--- src/rtl/lemmings_pkg.sv ---
// ============================================================================
// Module      : lemmings_pkg
// Description : State encoding and shared constants for the lemming walker.
// Revision    : 1.0 - initial release
// ============================================================================
`default_nettype none

package lemmings_pkg;

  typedef enum logic [2:0] {
    WALK_L = 3'd0,
    WALK_R = 3'd1,
    FALL_L = 3'd2,
    FALL_R = 3'd3,
    DIG_L  = 3'd4,
    DIG_R  = 3'd5,
    SPLAT  = 3'd6
  } state_t;

  localparam int unsigned c_FALL_LIMIT_DEFAULT = 20;

  function automatic logic is_fall(input state_t s);
    return (s == FALL_L) || (s == FALL_R);
  endfunction

endpackage : lemmings_pkg

`default_nettype wire

--- src/rtl/lemmings_fall_timer.sv ---
// ============================================================================
// Module      : lemmings_fall_timer
// Description : Saturating fall-duration counter; clears whenever run is low.
// Revision    : 1.0 - initial release
// ============================================================================
`default_nettype none

module lemmings_fall_timer
  import lemmings_pkg::*;
#(
  parameter int unsigned FALL_LIMIT = c_FALL_LIMIT_DEFAULT
) (
  input  logic                               clk,
  input  logic                               areset,
  input  logic                               run,
  output logic [$clog2(FALL_LIMIT+1)-1:0]    cnt,
  output logic                               expired
);

  localparam int unsigned CNT_W = $clog2(FALL_LIMIT + 1);
  localparam logic [CNT_W-1:0] c_LIMIT = CNT_W'(FALL_LIMIT);
  localparam logic [CNT_W-1:0] c_ONE   = CNT_W'(1);

  logic [CNT_W-1:0] cnt_q;
  logic [CNT_W-1:0] cnt_d;

  // Holds at the limit instead of wrapping so very long falls still splat.
  always_comb begin
    cnt_d = '0;
    if (run) begin
      cnt_d = (cnt_q >= c_LIMIT) ? cnt_q : (cnt_q + c_ONE);
    end
  end

  always_ff @(posedge clk or posedge areset) begin
    if (areset) begin
      cnt_q <= '0;
    end else begin
      cnt_q <= cnt_d;
    end
  end

  assign cnt     = cnt_q;
  assign expired = (cnt_q >= c_LIMIT);

endmodule : lemmings_fall_timer

`default_nettype wire

--- src/rtl/lemmings_walker.sv ---
// ============================================================================
// Module      : lemmings_walker
// Description : Moore FSM for one lemming: walk, fall, dig (LEMMINGS_DIG_EN), splat.
// Revision    : 1.0 - initial release
// ============================================================================
`default_nettype none

module lemmings_walker
  import lemmings_pkg::*;
#(
  parameter int unsigned FALL_LIMIT = c_FALL_LIMIT_DEFAULT
) (
  input  logic clk,
  input  logic areset,
  input  logic bump_left,
  input  logic bump_right,
  input  logic ground,
  input  logic dig,
  output logic walk_left,
  output logic walk_right,
  output logic aaah,
  output logic digging,
  output logic splat
);

  localparam int unsigned CNT_W = $clog2(FALL_LIMIT + 1);

  state_t           state_q;
  state_t           state_d;
  logic             fall_run;
  logic             fall_expired;
  logic [CNT_W-1:0] fall_cnt_unused;
  logic             dig_req;

`ifdef LEMMINGS_DIG_EN
  assign dig_req = dig;
`else
  logic dig_unused;
  assign dig_unused = dig;
  assign dig_req    = 1'b0;
`endif

  // Counter advances only while the lemming stays airborne, so it reads 0 on
  // the first fall cycle and is cleared as soon as the fall ends.
  assign fall_run = is_fall(state_q) && is_fall(state_d);

  lemmings_fall_timer #(
    .FALL_LIMIT (FALL_LIMIT)
  ) u_fall_timer (
    .clk     (clk),
    .areset  (areset),
    .run     (fall_run),
    .cnt     (fall_cnt_unused),
    .expired (fall_expired)
  );

  always_comb begin
    state_d = state_q;
    unique case (state_q)
      WALK_L: begin
        if (!ground)        state_d = FALL_L;
        else if (dig_req)   state_d = DIG_L;
        else if (bump_left) state_d = WALK_R;
      end
      WALK_R: begin
        if (!ground)         state_d = FALL_R;
        else if (dig_req)    state_d = DIG_R;
        else if (bump_right) state_d = WALK_L;
      end
      FALL_L: begin
        if (ground) state_d = fall_expired ? SPLAT : WALK_L;
      end
      FALL_R: begin
        if (ground) state_d = fall_expired ? SPLAT : WALK_R;
      end
`ifdef LEMMINGS_DIG_EN
      DIG_L: begin
        if (!ground) state_d = FALL_L;
      end
      DIG_R: begin
        if (!ground) state_d = FALL_R;
      end
`endif
      SPLAT: begin
        state_d = SPLAT;
      end
      default: begin
        state_d = WALK_L;
      end
    endcase
  end

  always_ff @(posedge clk or posedge areset) begin
    if (areset) begin
      state_q <= WALK_L;
    end else begin
      state_q <= state_d;
    end
  end

  assign walk_left  = (state_q == WALK_L);
  assign walk_right = (state_q == WALK_R);
  assign aaah       = is_fall(state_q);
  assign splat      = (state_q == SPLAT);
`ifdef LEMMINGS_DIG_EN
  assign digging    = (state_q == DIG_L) || (state_q == DIG_R);
`else
  assign digging    = 1'b0;
`endif

endmodule : lemmings_walker

`default_nettype wire

--- config.mk ---
export PLATFORM = sky130hd
export DESIGN_NAME = lemmings_walker
export DESIGN_NICKNAME = d
export VERILOG_FILES = /design/src/rtl/lemmings_pkg.sv /design/src/rtl/lemmings_fall_timer.sv /design/src/rtl/lemmings_walker.sv
export SDC_FILE = /design/constraint.sdc
export NUM_CORES = 1
export LEC_CHECK = 0
export CAP_MARGIN = 10
export CORE_AREA = 2 2 39 41
export DETAILED_ROUTE_END_ITERATION = 7
export DIE_AREA = 0 0 41 43
export MAX_ROUTING_LAYER = met4
export PLACE_DENSITY = 0.63
export REMOVE_ABC_BUFFERS = 1
export SLEW_MARGIN = 20
export SYNTH_ARGS = -nofsm -noshare
export SYNTH_HDL_FRONTEND = slang
export SYNTH_SLANG_ARGS = --single-unit
--- constraint.sdc ---
create_clock -name clk -period 1.2 [get_ports clk]
set_input_delay 0.12 -clock clk [delete_from_list [all_inputs] [get_ports clk]]
set_output_delay 0.12 -clock clk [all_outputs]
set_load 0.05 [all_outputs]
==> results.toml <==
[run_status]
status = "finished with violations"
violations = "negative setup slack"

[route]
num_vias = 383
drc = 0
postRouteAntennaNets = 0
wire_per_inst_um = 12.40
wirelength_um = 992
viasPerCell = 4.788
drtIter0Drc = 11
drt_pass1_iterations = 4

[floorplan]
io_pins = 11
start_util_pct = 31.65
core-area_sq_um = 1384
die_height_um = 43
die_area_sq_um = 1763
die_x_um = 41
rows = 14

[sta]
finalClockSkew_ns = 0.003154
fmax_mhz = 775.1
fin_crit_ns = 1.290
finalSetupViolations = 3
slew_violations = 0
fin_ws_ns = -0.09022
rsz0062_at_grt = "true"
hold_viol_final = 0
fin_crit_sh_pct = 107.5

[global_routing]
grt_max_degree = 9
grt_overflow = 0
met2_usage_pct = 19.38
grt_use_met3_pct = 1.571
antenna_found_initial = 0
top_usage_layer = "met2"
grt_pass1_vias = 370
grt_util_met1_pct = 15.05
grt.total_usage_pct = 13.02
grt_pass1_wl_um = 1476

[setup_path]
startpoint_type = "flop"
critPathArrivalTime_ns = 1.17
crit_chain = "buf_6 -> nor3_4 -> buf_12"
reg2reg_from = "state_q[2]"
path_class = "flop to primary output"
slowest_delay_ns = 0.43
reg2reg_depth = 4
cp-end-kind = "primary output"
crit_fanout = 3
crit_required_ns = 1.08
slowest_stage = "dfrtp_2"
regToRegEndpoint = "u_fall_timer.cnt[0]"
cp.buffers_inverters = 2
cp_top_family = "flip-flops"
rrSetupSlack_ns = 0.04

[power]
leakage_nw = 0.2973
power_density_nw_per_um2 = 735.6
ir_worst_vdd_uv = 429.6
finalPower_w = 0.0005081

[yosys]
yosysTopAreaCell = "dfrtp_1"
synth.distinct_cells = 25
synth-async-reset-ratio_pct = 100.0
synthCells = 46
yosys_warnings = 0
avgSynthCellArea_sq_um = 9.520
synth.yosys.seq_area_share_pct = 45.71
synth_edf_count = 0
yosys.area.top_type_share_pct = 45.71
ys_top_cells_by_area = "dfrtp_1, ha_1, inv_1"
ys_seq_elements = 8
synthFlopType = "dfrtp_1"
synth.cell_area_sq_um = 437.9

[final_layout]
insertedDiodeCount = 0
area_delta_synth_final_pct = 57.71
final_nets = 74
layout-drive-gt1-share_pct = 40.63

[placed_design]
place_congestion = 0.6739
hpwl_um = 641
preCtsSetupSlack_ns = 0.01948
io_buffers = 8

[hold_path]
hold_path_class = "primary input to asynchronous set/reset pin"

[clock_network]
clock-sinks = 8
clockRootBuffer = "clkbuf_4"
cts_tree = "done"
clkSlewWorstSetupHoldPaths_ns = 0.06
ctsHoldBuffers = 0
clock_tree.htree_level_count = 1
clk_path_buf_depth = 2
clk_latency_ns = 0.25
cts_buffers = 3

[run]
max_cap_viol_count = 0
registers in the layout, summed over array words and instances, names as in the netlist:
| signal | flops |
|---|---|
| state_q | 3 |
| u_fall_timer.cnt | 5 |
per-stage QoR:
step / utilization (%) / instance area (sq um) / setup TNS [ns] / instances / hold WS, ns
final: 49.91 / 690.7 / -0.2149 / 80 / 0.1141
after global routing: 49.91 / 690.7 / -0.3458 / 80 / 0.1541
after CTS: 48.19 / 666.9 / -0.2512 / 78 / 0.1203
after detailed placement: 42.86 / 593.1 / 0 / 72 / 0.3918
after global placement: 42.86 / 593.1 / 0 / 72 / 0.3882
after floorplan: - / 430.4 / -0.9707 / 45 / -0.06434
worst max path at each step:
stage / endpoint / from / cells past startpoint / slack, ns
6_report: walk_left / state_q[1] / 3 / -0.09
5_1_grt: walk_left / state_q[1] / 3 / -0.12
4_1_cts: splat / state_q[2] / 4 / -0.12
3_5_place_dp: u_fall_timer.cnt[2] / state_q[2] / 3 / 0.02
3_3_place_gp: u_fall_timer.cnt[2] / state_q[2] / 3 / 0.04
2_1_floorplan: walk_right / state_q[1] / 1 / -0.53
layout make-up:
class                           instances  area, sq um
Fill cell                             140        693.2
Multi-Input combinational cell         31        235.2
Sequential cell                         8        202.7
Timing Repair Buffer                   16        187.7
Clock buffer                            3        22.52
Inverter                                6        22.52
Tap cell                               16        20.02
layer usage:
metal  up-vias  wire length, um
met1       180              428
met2        13              513
li1        190                -
met3         0               50
met5         -                0
met4         0                0
timing repair:
item	CTS	global route
gates resized for setup	9	3
setup buffers	4	2
pin swaps	1	2
setup endpoints to repair	4	6
cell usage after synthesis, types with 2 or more instances:
library cell	instances
ha_1	2
nor2_1	4
a21oi_1	2
nand2_1	3
dfrtp_1	8
nand3_1	3
inv_1	6
cell usage in the layout (no fill, tap or decap):
cell	count
nand3b_1	1
o221ai_1	1
a311oi_2	1
clkdlybuf4s50_1	4
xnor2_1	1
nand2b_4	1
nand4b_1	1
buf_6	2
dfrtp_2	2
inv_2	2
o211ai_1	1
o21ai_2	1
nand3_1	3
nand2_1	3
buf_4	6
inv_1	4
a21oi_1	2
o21ai_0	1
conb_1	1
dfrtp_1	6
xor2_1	1
mux2i_1	1
nor2_1	4
ha_1	2
nor3b_2	1
nor3_4	1
clkbuf_4	3
buf_12	4
a31oi_1	1
or2_4	2
report_power, final:
group | total (W) | leakage (nW) | internal [W] | switching, W
combinational | 0.0000313 | 0.183 | 0.0000141 | 0.0000172
sequential | 0.000270 | 0.101 | 0.000270 | 0
clock | 0.000207 | 0.0138 | 0.000115 | 0.0000923
worst reg2reg max path, stage by stage, from the launching register on:
cell	delay, ns
dfrtp_2	0.43
nand2b_4	0.16
or2_4	0.28
buf_4	0.14
nor2_1	0.09
cell families after synthesis:
kind of cell / after synthesis / synth area share (%)
simple gates: 17 / 21.43
mux: 1 / 2.286
buf+inv: 7 / 6.857
flops: 8 / 45.71
xor+xnor: 2 / 4.001
compound gates: 8 / 13.14
other cells: 1 / 0.8563
fa+ha+maj: 2 / 5.713
(Power assumes the default switching activity.)
